## src/rtl/regfile_pkg.sv

```systemverilog
// Shared constants for the register-file writeback arbiter: address width,
// default data width, the x0 encoding and the requester index assignments.
package regfile_pkg;

  localparam int unsigned REG_ADDR_W   = 5;
  localparam int unsigned XLEN_DEFAULT = 32;

  localparam logic [REG_ADDR_W-1:0] REG_ZERO = 5'd0;

  localparam int unsigned WB_LOAD = 0;
  localparam int unsigned WB_ALU  = 1;
  localparam int unsigned WB_CSR  = 2;

  // Round-robin successor of idx among n requesters.
  function automatic int unsigned rr_next(input int unsigned idx, input int unsigned n);
    return (idx + 1 >= n) ? 0 : idx + 1;
  endfunction

endpackage

```

## src/rtl/regfile_wb_arbiter_rr.sv

```systemverilog
// Combinational round-robin search: first valid request at or after i_ptr,
// wrapping modulo N. Holds no state.
module rr_arbiter #(
  parameter int unsigned N     = 3,
  parameter int unsigned IDX_W = $clog2(N)
) (
  input  logic [N-1:0]     i_req,
  input  logic [IDX_W-1:0] i_ptr,
  output logic [N-1:0]     o_grant,
  output logic [IDX_W-1:0] o_grant_idx,
  output logic             o_any
);

  int unsigned idx;

  always_comb begin
    o_grant     = '0;
    o_grant_idx = '0;
    o_any       = 1'b0;
    idx         = 0;
    for (int unsigned off = 0; off < N; off++) begin
      idx = (32'(i_ptr) + off) % N;
      if (!o_any && i_req[IDX_W'(idx)]) begin
        o_any                 = 1'b1;
        o_grant[IDX_W'(idx)]  = 1'b1;
        o_grant_idx           = IDX_W'(idx);
      end
    end
  end

endmodule

```

## src/rtl/regfile_wb_arbiter.sv

```systemverilog
// Round-robin arbiter sharing the regfile write port among N_REQ writeback
// sources. Optional macro WB_ARB_LOAD_PRIO_EN gives requester 0 fixed priority.
module regfile_wb_arbiter
  import regfile_pkg::*;
#(
  parameter  int unsigned N_REQ = 3,
  parameter  int unsigned XLEN  = XLEN_DEFAULT,
  parameter  int unsigned CNT_W = 16,
  localparam int unsigned IDX_W = $clog2(N_REQ)
) (
  input  logic                        clk,
  input  logic                        i_reset_n,
  input  logic [N_REQ-1:0]            i_req_valid,
  input  logic [N_REQ*REG_ADDR_W-1:0] i_req_addr,
  input  logic [N_REQ*XLEN-1:0]       i_req_data,
  output logic [N_REQ-1:0]            o_req_ready,
  input  logic                        i_hold,
  output logic [REG_ADDR_W-1:0]       o_wr_addr,
  output logic [XLEN-1:0]             o_wr_data,
  output logic                        o_reg_write,
  output logic [IDX_W-1:0]            o_grant_id,
  output logic [CNT_W-1:0]            o_conflict_cnt
);

  logic [N_REQ-1:0]      rr_grant_c;
  logic [IDX_W-1:0]      rr_idx_c;
  logic                  rr_any_c;
  logic [N_REQ-1:0]      grant_c;
  logic [IDX_W-1:0]      win_idx_c;
  logic                  win_any_c;
  logic                  xfer_c;

  logic [IDX_W-1:0]      rr_ptr_q,   rr_ptr_d;
  logic [REG_ADDR_W-1:0] wr_addr_q,  wr_addr_d;
  logic [XLEN-1:0]       wr_data_q,  wr_data_d;
  logic [IDX_W-1:0]      grant_id_q, grant_id_d;
  logic                  reg_write_q, reg_write_d;
  logic [CNT_W-1:0]      cnt_q,      cnt_d;

  rr_arbiter #(.N(N_REQ), .IDX_W(IDX_W)) u_rr (
    .i_req       (i_req_valid),
    .i_ptr       (rr_ptr_q),
    .o_grant     (rr_grant_c),
    .o_grant_idx (rr_idx_c),
    .o_any       (rr_any_c)
  );

  // Winner selection; the load unit may override the round-robin result.
  always_comb begin
    grant_c   = rr_grant_c;
    win_idx_c = rr_idx_c;
    win_any_c = rr_any_c;
`ifdef WB_ARB_LOAD_PRIO_EN
    if (i_req_valid[WB_LOAD]) begin
      grant_c   = N_REQ'(1) << WB_LOAD;
      win_idx_c = IDX_W'(WB_LOAD);
      win_any_c = 1'b1;
    end
`endif
    xfer_c      = win_any_c && !i_hold && i_reset_n;
    o_req_ready = xfer_c ? grant_c : '0;
  end

  always_comb begin
    rr_ptr_d    = rr_ptr_q;
    wr_addr_d   = wr_addr_q;
    wr_data_d   = wr_data_q;
    grant_id_d  = grant_id_q;
    reg_write_d = 1'b0;
    cnt_d       = cnt_q;
    if (xfer_c) begin
      wr_addr_d   = i_req_addr[REG_ADDR_W*win_idx_c +: REG_ADDR_W];
      wr_data_d   = i_req_data[XLEN*win_idx_c +: XLEN];
      grant_id_d  = win_idx_c;
      reg_write_d = (wr_addr_d != REG_ZERO);
      rr_ptr_d    = IDX_W'(rr_next(32'(win_idx_c), N_REQ));
`ifdef WB_ARB_LOAD_PRIO_EN
      if (win_idx_c == IDX_W'(WB_LOAD)) rr_ptr_d = rr_ptr_q;
`endif
    end
    // Contention is sampled only while the pipeline is not stalled.
    if (!i_hold && ($countones(i_req_valid) >= 2) && (cnt_q != '1)) begin
      cnt_d = cnt_q + CNT_W'(1);
    end
  end

  always_ff @(posedge clk or negedge i_reset_n) begin
    if (!i_reset_n) begin
      rr_ptr_q    <= '0;
      wr_addr_q   <= '0;
      wr_data_q   <= '0;
      grant_id_q  <= '0;
      reg_write_q <= 1'b0;
      cnt_q       <= '0;
    end else begin
      rr_ptr_q    <= rr_ptr_d;
      wr_addr_q   <= wr_addr_d;
      wr_data_q   <= wr_data_d;
      grant_id_q  <= grant_id_d;
      reg_write_q <= reg_write_d;
      cnt_q       <= cnt_d;
    end
  end

  assign o_wr_addr      = wr_addr_q;
  assign o_wr_data      = wr_data_q;
  assign o_grant_id     = grant_id_q;
  assign o_reg_write    = reg_write_q;
  assign o_conflict_cnt = cnt_q;

endmodule

```

## config.mk

```make
export PLATFORM = sky130hd
export DESIGN_NAME = regfile_wb_arbiter
export DESIGN_NICKNAME = d
export VERILOG_FILES = /design/src/rtl/regfile_pkg.sv /design/src/rtl/regfile_wb_arbiter_rr.sv /design/src/rtl/regfile_wb_arbiter.sv
export SDC_FILE = /design/constraint.sdc
export NUM_CORES = 1
export LEC_CHECK = 0
export BUFFER_PORTS_ARGS = -buffer_cell sky130_fd_sc_hd__buf_2
export CAP_MARGIN = 20
export CELL_PAD_IN_SITES_DETAIL_PLACEMENT = 0
export CELL_PAD_IN_SITES_GLOBAL_PLACEMENT = 1
export CORE_UTILIZATION = 35
export CTS_CLUSTER_DIAMETER = 100
export DETAILED_ROUTE_END_ITERATION = 12
export GPL_TIMING_DRIVEN = 0
export PLACE_DENSITY = 0.91
export SETUP_SLACK_MARGIN = 0.05
export SYNTH_ARGS = -nofsm -noshare
export SYNTH_HDL_FRONTEND = slang
export SYNTH_HIERARCHICAL = 1
export SYNTH_SLANG_ARGS = --single-unit
```

## constraint.sdc

```tcl
create_clock -name clk -period 6 [get_ports clk]
set_input_delay 0.9 -clock clk [delete_from_list [all_inputs] [get_ports clk]]
set_output_delay 0.9 -clock clk [all_outputs]
set_load 0.01 [all_outputs]
```

==> reports/results.ini, run 1 <==
[status]
status = finished clean

[critical_path]
cp_top_family = buffers and inverters
crit_buf_inv = 4
reg2reg_to = o_wr_data[20]
cp_cell_sequence = inv_1 -> ha_1 -> buf_6 -> mux2i_2 -> o22a_4 -> o21ai_0 -> nand3b_1 -> clkbuf_1 -> nor2_1 -> buf_2
worst_ep_required_time_ns = 5.10
start_kind = register
worstPathMaxFanout = 10
regToRegSetupSlack_ns = 3.05
path_class = reg -> out
worstSetupEndpointType = primary output
cp_slowest_stage_delay_ns = 0.46
critPathArrivalTime_ns = 2.69
rr_startpoint = rr_ptr_q[0]
rr_worst_depth = 11
cpMaxStageDelayCell = clkbuf_1

[placement]
dp_hpwl_um = 7980
dp_cells = 685
place.port_buffers = 175
gp_congestion = 0.8369

[cts]
cts_hold_buf = 0
cts_root_buffer = clkbuf_8
cts_resized = 0
clkTransAtPathRegs_ns = 0.07
htreeDepth = 3
clockBufferDepth = 2
cts_buffers = 9
cts.sinks = 58
clock_latency_ns = 0.33
cts_tree = done
post-cts-setup-buffers = 0

[power_and_ir_drop]
power_density_nw_per_um2 = 455.5
pwr-share-comb = 0.560
power_mw = 2.126
vdd_drop_max_mv = 0.1731
switching_share = 0.4452
p_int_mw = 1.180
p_switching_mw = 0.9468
p_leak_nw = 2.337
seqPwrFrac = 0.300
p_clk_frac = 0.140

[logic_synthesis]
synth_xor_area_frac = 0.03298
synth_area_sq_um = 3452
syn_inst = 380
ys_seq_area_frac = 0.4204
synth_top_family_by_area = simple AND/OR/NAND/NOR gates
synth_common_cells = dfrtp_1, nand2_1, nor2_1, a21oi_1, mux2i_1
synth_fa_ha_area_frac = 0.02175
ys_ff_latch = 58
yosys.area_share.simple = 0.1819
synth.most_common_cell = dfrtp_1
synth_ff_type = dfrtp_1
ys_async_sr_fraction = 1.000
synth_edf_count = 0
synth_area_leaders = dfrtp_1, mux2i_1, a21oi_1
synth_compound_area_frac = 0.1693
synth_largest_area_cell = dfrtp_1
synthMuxAreaShare = 0.1319
synth.net_count = 503
yosysUniqueCellTypes = 57
yosys_warnings = 6
synth_top_area_share = 0.4204
syn_avg_cell_area_sq_um = 9.084

[sta]
fin_skew_ns = 0.007996
hold_viol = 0
fmax_mhz = 278.2
slew_headroom = 0.6135
finalSetupViolations = 0
min_period_ns = 3.595
worst_slew_pin_slew_ns = 0.5798
final_min_period_over_clock_period = 0.5991
setup_tns_ns = 0
rsz0062_at_grt = false
maxSlewViolCount = 0

[grt]
grt_pass1_vias = 3333
grt_overflow = 0
antenna_found_initial = 0
track_usage = 0.1991
grt_max_degree = 36
grt_pass1_wl_um = 15770

[floorplan]
die_x_um = 101.3
core_sq_um = 9415
dieArea_sq_um = 10260
io_pins = 176
fp-row-count = 35
die_h_um = 101.3
start_util = 0.3666

[detailed_routing]
drt-total-wl_um = 10060
antenna_left = 0
wire_per_inst_um = 14.37
num_vias = 3468
drc = 0
drt_iter0_markers = 97
viasPerCell = 4.954
drtPass1Iterations = 4

[hold_path]
whs_endpoint = o_wr_data[24]
hp-class = reg -> reg
min-delay-start = o_wr_data[24]
hold_path_depth = 2

[layout]
layout.cells.non_filler = 700
syn_to_final_growth_pct = 35.23
num_antenna_cells = 0
fin_util = 0.4958
fin_nets = 690
drive_gt1_frac = 0.3853

[flow_run]
drv_cap = 0

==> power by group through the flow <==
stage / combinational (mW) / sequential [mW] / clock (mW)
2_1_floorplan: 0.751 / 0.696 / 0
3_3_place_gp: 1.18 / 0.634 / 0
3_5_place_dp: 1.21 / 0.644 / 0
4_1_cts: 1.21 / 0.639 / 0.307
5_1_grt: 1.34 / 0.654 / 0.328
6_report: 1.19 / 0.637 / 0.298
==> registers in the layout, summed over array words and instances, names as in the netlist <==
signal / flops
o_conflict_cnt: 16
o_grant_id: 2
o_reg_write: 1
o_wr_data: 32
o_wr_addr: 5
rr_ptr_q: 2
==> worst reg2reg max path: cells and delay by family, from the launching register on <==
family	cells	cell delay [ns]
buffers and inverters	4	1.10
and+or+nand+nor	2	0.33
DFF	1	0.40
AOI/OAI and AO/OA	4	0.71
adders and majority gates	1	0.29
==> area by class of cell <==
cell class	count	area, sq um
fill	967	4747
multi-input combinational	292	1857
sequential	58	1451
timing repair buffer	176	895.9
tap	129	161.4
clock buffer	9	123.9
buffer	23	117.6
clock inverter	6	35.03
inverter	7	26.28
==> cell families after synthesis <==
logic type,Yosys count
simple gates,128
mux,44
compound gates,101
fa+ha+maj,6
xor+xnor,13
buf+inv,30
flops,58
==> worst max-delay path by stage <==
stage,from,to,cells past startpoint
after floorplan,i_req_valid[1],o_req_ready[0],6
after global placement,i_reset_n,o_req_ready[1],5
after detailed placement,i_reset_n,o_req_ready[2],6
after CTS,rr_ptr_q[1],o_req_ready[2],10
after global routing,i_reset_n,o_req_ready[1],6
final,rr_ptr_q[1],o_req_ready[2],10
==> cell usage in the layout (no fill, tap or decap), drive strengths merged, types with 4 or more instances in the layout <==
cell type,Yosys,layout
mux2,6,6
nand4,7,7
nand2,47,47
clkbuf,12,21
inv,7,7
mux2i,38,38
nand3,8,8
dfrtp,58,58
buf,11,187
xnor2,12,12
o21ai,39,39
clkinv,0,4
a21oi,43,43
nor2,43,43
ha,6,6
==> routing by layer <==
layer	vias to the layer above	share of wire	global-route usage
met5	-	0	0
met4	0	0.0076	0.03902
met3	8	0.077	0.05797
met2	151	0.49	0.3469
met1	1599	0.43	0.2456
li1	1710	-	-
==> metrics by stage <==
| step | hold slack (ns) | worst slack [ns] | cell area (sq um) |
|---|---|---|---|
| detailed placement | 0.4654 | 2.355 | 4509 |
| global placement | 0.4621 | 1.892 | 4489 |
| finish | 0.4760 | 2.405 | 4668 |
| global route | 0.4977 | 2.159 | 4668 |
| floorplan | 0.5048 | 3.141 | 3452 |
| CTS | 0.4818 | 2.339 | 4668 |
No activity file was read; power rests on OpenSTA's default activity.
==> run 2: changes to the inputs <==
ABC_AREA = 1   (was not set)
CORE_UTILIZATION = 31   (was 35)
PLACE_DENSITY = 0.86   (was 0.91)
clock period = 3.4 ns   (was 6 ns; I/O delays follow)
==> reports/results.ini, run 2 <==
[power_and_ir_drop]
p_clk_frac = 0.158  ; was 0.140
switching_share = 0.4823  ; was 0.4452
power_density_nw_per_um2 = 993.9  ; was 455.5 nW/um^2
pwr-share-comb = 0.599  ; was 0.560
p_switching_mw = 2.281  ; was 0.9468 mW
p_int_mw = 2.447  ; was 1.180 mW
p_leak_nw = 2.484  ; was 2.337 nW
power_mw = 4.728  ; was 2.126 mW
seqPwrFrac = 0.243  ; was 0.300
vdd_drop_max_mv = 0.4571  ; was 0.1731 mV

[placement]
dpl_cell_area_sq_um = 4522  ; was 4509 sq um
dp_hpwl_um = 8781  ; was 7980 um
dp_worst_setup_slack_ns = 0.4510  ; was 2.355 ns
gp_congestion = 0.8045  ; was 0.8369
place.port_buffers = 175  ; unchanged

[critical_path]
start_kind = register  ; unchanged
cp_slowest_stage_delay_ns = 0.43  ; was 0.46 ns
regToRegSetupSlack_ns = 0.60  ; was 3.05 ns
worst_ep_required_time_ns = 2.89  ; was 5.10 ns
worstSetupEndpointType = primary output  ; unchanged
rr_worst_depth = 14  ; was 11
cp.depth = 12  ; was 10
crit_top_cell = nand2_1
cp_top_family = simple AND/OR/NAND/NOR gates  ; was buffers and inverters
worstPathMaxFanout = 10  ; unchanged
cp_cell_sequence = inv_1 -> ha_1 -> inv_2 -> nand2_1 -> nand3_1 -> nand2_1 -> nand2_1 -> or2_1 -> nand3_2 -> clkbuf_2 -> nor2_1 -> buf_2  ; was inv_1 -> ha_1 -> buf_6 -> mux2i_2 -> o22a_4 -> o21ai_0 -> nand3b_1 -> clkbuf_1 -> nor2_1 -> buf_2
crit_buf_inv = 4  ; unchanged
cpMaxStageDelayCell = ha_1  ; was clkbuf_1
critPathArrivalTime_ns = 2.51  ; was 2.69 ns
path_class = reg -> out  ; unchanged

[layout]
design_area_sq_um = 4757  ; was 4668 sq um
largest_reg_flops = 32  ; unchanged
final_common_cell = buf_2  ; unchanged
final_cell_mix = buf_2, nand2_1, nor2_1  ; was buf_2, dfrtp_1, nand2_1
drive_gt1_frac = 0.3259  ; was 0.3853
syn_to_final_growth_pct = 37.85  ; was 35.23%
fin_nets = 790  ; was 690
num_antenna_cells = 0  ; unchanged

[grt]
grt_pass1_wl_um = 17700  ; was 15770 um
track_usage = 0.1969  ; was 0.1991
antenna_found_initial = 0  ; unchanged
grt_max_degree = 34  ; was 36
grt_pass1_vias = 3680  ; was 3333
grt_overflow = 0  ; unchanged

[detailed_routing]
num_vias = 3859  ; was 3468
drt_iter0_markers = 162  ; was 97
drt-total-wl_um = 11080  ; was 10060 um
viasPerCell = 4.752  ; was 4.954
drtPass1Iterations = 4  ; unchanged
wire_per_inst_um = 13.65  ; was 14.37 um
antenna_left = 0  ; unchanged
drc = 0  ; unchanged

[cts]
clkTransAtPathRegs_ns = 0.08  ; was 0.07 ns
cts_root_buffer = clkbuf_8  ; unchanged
cts.sinks = 58  ; unchanged
cts_tree = done  ; unchanged
clockBufferDepth = 2  ; unchanged
cts_buffers = 9  ; unchanged
post-cts-setup-buffers = 0  ; unchanged
cts_hold_buf = 0  ; unchanged
htreeDepth = 3  ; unchanged
clock_latency_ns = 0.34  ; was 0.33 ns

[logic_synthesis]
ys_seq_area_frac = 0.4206  ; was 0.4204
synth_top_area_share = 0.4206  ; was 0.4204
yosys_warnings = 6  ; unchanged
syn_inst = 480  ; was 380
synth_fa_ha_area_frac = 0.02175  ; about the same
synth_compound_area_frac = 0.1613  ; was 0.1693
ys_async_sr_fraction = 1.000  ; unchanged
synth_area_leaders = dfrtp_1, nand2_1, nor2_1  ; was dfrtp_1, mux2i_1, a21oi_1
synth_xor_area_frac = 0.01523  ; was 0.03298
syn_avg_cell_area_sq_um = 7.189  ; was 9.084 sq um
synth.most_common_cell = nand2_1  ; was dfrtp_1
synth.net_count = 603  ; was 503
synth_ff_type = dfrtp_1  ; unchanged
yosys.area_share.simple = 0.3107  ; was 0.1819
synth_edf_count = 0  ; unchanged
synth_top_family_by_area = simple AND/OR/NAND/NOR gates  ; unchanged
yosysUniqueCellTypes = 29  ; was 57
synth_largest_area_cell = dfrtp_1  ; unchanged
synthMuxAreaShare = 0  ; was 0.1319
synth_common_cells = nand2_1, nor2_1, dfrtp_1, inv_1  ; was dfrtp_1, nand2_1, nor2_1, a21oi_1, mux2i_1
ys_ff_latch = 58  ; unchanged
synth_area_sq_um = 3451  ; was 3452 sq um

[sta]
finalSetupViolations = 0  ; unchanged
fmax_mhz = 331.1
worst_slew_pin_slew_ns = 0.6938  ; was 0.5798 ns
hold_viol = 0  ; unchanged
setup_tns_ns = 0  ; unchanged
final_min_period_over_clock_period = 0.8882
maxSlewViolCount = 0  ; unchanged
setup_ws_ns = 0.3802  ; was 2.405 ns
rsz0062_at_grt = false  ; unchanged
slew_headroom = 0.5375  ; was 0.6135
fin_skew_ns = 0.01356  ; was 0.007996 ns
min_period_ns = 3.020

[floorplan]
core_sq_um = 10840  ; was 9415 sq um
start_util = 0.3183  ; was 0.3666
io_pins = 176  ; unchanged
dieArea_sq_um = 11560  ; was 10260 sq um
fp-row-count = 38  ; was 35
die_h_um = 107.5  ; was 101.3 um
die_x_um = 107.5  ; was 101.3 um

[status]
status = finished clean  ; unchanged

[flow_run]
drv_cap = 0  ; unchanged

[hold_path]
hp-class = in -> async  ; was reg -> reg

==> run 2: worst register-to-register path, delay by kind of cell (launching register included) <==
family / cells / cell delay [ns]
AO/OA/AOI/OAI: 2 / 0.29
flip-flops: 1 / 0.39
adder cells (fa/ha/maj): 1 / 0.40
buffers and inverters: 4 / 0.60
AND/OR/NAND/NOR: 7 / 1.02
==> run 2: power by group through the flow <==
stage | sequential, mW | clock, mW | combinational, mW
floorplan | 1.27 | 0 | 1.80
global route | 1.19 | 0.794 | 3.16
CTS | 1.15 | 0.767 | 2.85
finish | 1.15 | 0.747 | 2.83
detailed placement | 1.16 | 0 | 2.85
global placement | 1.15 | 0 | 2.79
==> run 2: metal layers <==
layer,global-route usage,routed length [um],vias up
met4,0.05577,135,0
met1,0.2498,4926,1778
li1,-,-,1952
met3,0.05024,718,15
met2,0.3288,5301,114
met5,0,0,-
==> run 2: area by class of cell <==
cell class              count  area (sq um)
inverters                  39         146.4
well taps                 140         175.2
flip-flops and latches     58          1451
multi-input cells         364          1762
clock inverters             4         73.82
fillers                  1159          6083
plain buffers              19         97.59
repair buffers            176         895.9
clock buffers              12         155.1
==> run 2: final timing paths <==
path	startpoint	endpoint
worst max-delay path	rr_ptr_q[0]	o_req_ready[0]
worst min-delay path	i_reset_n	o_conflict_cnt[12]
worst max register to register	rr_ptr_q[0]	o_wr_data[8]
worst min register to register	o_wr_addr[2]	o_wr_addr[2]
max in group asynchronous	i_reset_n	o_wr_data[26]
min in group clk	i_req_data[87]	o_wr_data[23]
==> run 2: timing repair <==
action / in CTS / in global routing
setup endpoints to repair: 0 / 3
resized for setup: 0 / 3
hold endpoints to repair: 0 / 0
==> run 2: per-stage QoR <==
step	hold WS, ns	utilization	instances
CTS	0.2201	0.4383	812
floorplan	0.2144	-	480
detailed placement	0.4721	0.4171	796
finish	0.2172	0.4388	812
global placement	0.4650	0.4153	795
global route	0.2522	0.4388	812
==> run 2: cells by family (layout without fill, tap and decap cells) <==
kind of cell	after synthesis	after routing
simple gates	264	264
compound gates	88	88
flops	58	58
buf+inv	58	250
fa+ha+maj	6	6
xor+xnor	6	6
==> run 3: changes to the inputs <==
==> constraint.sdc (replaced) <==
create_clock -name clk -period 3.4 [get_ports clk]
set_input_delay 0.17 -clock clk [delete_from_list [all_inputs] [get_ports clk]]
set_output_delay 0.17 -clock clk [all_outputs]
set_load 0.01 [all_outputs]
==> reports/results.ini, run 3 (synthesis gave the netlist of run 2 again) <==
[floorplan]
io_pins = 176  ; unchanged
die_h_um = 107.5  ; unchanged
start_util = 0.3183  ; unchanged
fp-row-count = 38  ; unchanged
die_x_um = 107.5  ; unchanged
core_sq_um = 10840  ; unchanged
dieArea_sq_um = 11560  ; unchanged

[layout]
final_cell_mix = buf_2, nand2_1, nor2_1  ; unchanged
final_common_cell = buf_2  ; unchanged
fin_util = 0.4392  ; was 0.4388
fillers = 1161  ; was 1159
drive_gt1_frac = 0.3224  ; was 0.3259
largest_reg_flops = 32  ; unchanged
fin_nets = 791  ; was 790
num_antenna_cells = 0  ; unchanged
design_area_sq_um = 4761  ; was 4757 sq um
multi_input_area_sq_um = 1757  ; was 1762 sq um
syn_to_final_growth_pct = 37.96  ; was 37.85%
seqCellArea_sq_um = 1451  ; unchanged
layout.cells.non_filler = 813  ; was 812

[critical_path]
path_class = reg -> out  ; unchanged
worstPathMaxFanout = 10  ; unchanged
cpMaxStageDelayCell = ha_1  ; unchanged
crit_buf_inv = 4  ; unchanged
cp_top_family = simple AND/OR/NAND/NOR gates  ; unchanged
crit_top_cell = nand2_1  ; unchanged
cp_slowest_stage_delay_ns = 0.43  ; about the same
start_kind = register  ; unchanged
critPathArrivalTime_ns = 2.79  ; was 2.51 ns
worst_ep_required_time_ns = 3.23  ; was 2.89 ns
cp_cell_sequence = inv_1 -> ha_1 -> inv_2 -> nand2_1 -> nand3_1 -> nand2_1 -> nand2_1 -> or2_1 -> nand3_1 -> clkbuf_1 -> nor2_1 -> buf_2  ; was inv_1 -> ha_1 -> inv_2 -> nand2_1 -> nand3_1 -> nand2_1 -> nand2_1 -> or2_1 -> nand3_2 -> clkbuf_2 -> nor2_1 -> buf_2
worstSetupEndpointType = primary output  ; unchanged

[placement]
dpl_cell_area_sq_um = 4522  ; unchanged
dp_worst_setup_slack_ns = 0.5869  ; was 0.4510 ns
dp_hpwl_um = 8781  ; unchanged
gp_congestion = 0.8045  ; unchanged
place.port_buffers = 175  ; unchanged
dp_cells = 796  ; unchanged

[sta]
fin_skew_ns = 0.01346  ; was 0.01356 ns
final_min_period_over_clock_period = 0.8717  ; was 0.8882
min_period_ns = 2.964  ; was 3.020 ns
slew_headroom = 0.5434  ; was 0.5375
setup_tns_ns = 0  ; unchanged
worst_slew_pin_slew_ns = 0.6849  ; was 0.6938 ns
rsz0062_at_grt = false  ; unchanged
hold_viol = 0  ; unchanged
setup_ws_ns = 0.4361  ; was 0.3802 ns
finalSetupViolations = 0  ; unchanged
fmax_mhz = 337.4  ; was 331.1 MHz
maxSlewViolCount = 0  ; unchanged

[power_and_ir_drop]
seqPwrFrac = 0.243  ; about the same
pwr-share-comb = 0.598  ; was 0.599
vdd_drop_max_mv = 0.4579  ; was 0.4571 mV
p_leak_nw = 2.484  ; about the same
power_density_nw_per_um2 = 993.0  ; was 993.9 nW/um^2
p_clk_frac = 0.158  ; about the same
p_int_mw = 2.447  ; about the same
switching_share = 0.4825  ; was 0.4823
p_switching_mw = 2.281  ; about the same

[cts]
cts_root_buffer = clkbuf_8  ; unchanged
cts_hold_buf = 1  ; was 0
cts_resized = 0  ; unchanged
clkTransAtPathRegs_ns = 0.08  ; about the same
htreeDepth = 3  ; unchanged
post-cts-setup-buffers = 0  ; unchanged
cts.sinks = 58  ; unchanged
cts_tree = done  ; unchanged
clockBufferDepth = 2  ; unchanged
clock_latency_ns = 0.34  ; about the same
cts_buffers = 9  ; unchanged

[detailed_routing]
drc = 0  ; unchanged
antenna_left = 0  ; unchanged
drtPass1Iterations = 4  ; unchanged
wire_per_inst_um = 13.65  ; about the same
drt-total-wl_um = 11100  ; was 11080 um
drt_iter0_markers = 179  ; was 162
num_vias = 3883  ; was 3859
viasPerCell = 4.776  ; was 4.752

[hold_path]
hp-class = in -> reg  ; was in -> async

[grt]
grt_overflow = 0  ; unchanged
antenna_found_initial = 0  ; unchanged
grt_max_degree = 34  ; unchanged
grt_pass1_vias = 3680  ; unchanged
grt_pass1_wl_um = 17700  ; unchanged
track_usage = 0.1969  ; unchanged

[status]
status = finished clean  ; unchanged

[flow_run]
drv_cap = 0  ; unchanged

run 3: power by group through the flow:
stage	Clock [mW]	Combinational, mW	Sequential (mW)
after global placement	0	2.79	1.15
after global routing	0.794	3.15	1.19
after floorplan	0	1.80	1.27
after detailed placement	0	2.85	1.16
after CTS	0.767	2.85	1.15
final	0.748	2.83	1.15
run 3: routing by layer:
metal	vias up	share of wire	track usage
met5	-	0	0
met4	0	0.012	0.05577
met3	15	0.063	0.05024
met2	113	0.48	0.3288
met1	1803	0.44	0.2498
li1	1952	-	-
run 3: path summary, 6_finish.rpt:
check | from | end | slack (ns) | depth (start not counted)
worst max-delay path | rr_ptr_q[0] | o_req_ready[0] | 0.44 | 12
worst min register to register | o_wr_addr[2] | o_wr_addr[2] | 0.49 | 2
worst min-delay path | i_req_data[87] | o_wr_data[23] | 0.08 | 3
worst max register to register | rr_ptr_q[0] | o_wr_data[8] | 0.58 | 14
max in group asynchronous | i_reset_n | o_wr_data[26] | 2.37 | 3
min in group asynchronous | i_reset_n | o_reg_write | 0.41 | 2
run 3: tightest hold or removal path, delay by kind of cell:
family                 cells  cell delay, ns
AOI/OAI and AO/OA          1            0.07
and+or+nand+nor            1            0.05
buffers and inverters      1            0.09
run 3: area by class of cell:
class                   instances  area share
multi-input cells             364      0.3690
clock inverters                 4     0.01551
inverters                      39     0.03075
clock buffers                  12     0.03259
well taps                     140     0.03679
repair buffers                177      0.1903
flip-flops and latches         58      0.3049
plain buffers                  19     0.02024
run 3: stage by stage:
step / hold WS (ns) / total power, mW
finish: 0.08178 / 4.727
global route: 0.07822 / 5.132
CTS: 0.06739 / 4.768
detailed placement: 0.2615 / 4.007
global placement: 0.4357 / 3.935
floorplan: -0.1256 / 3.070
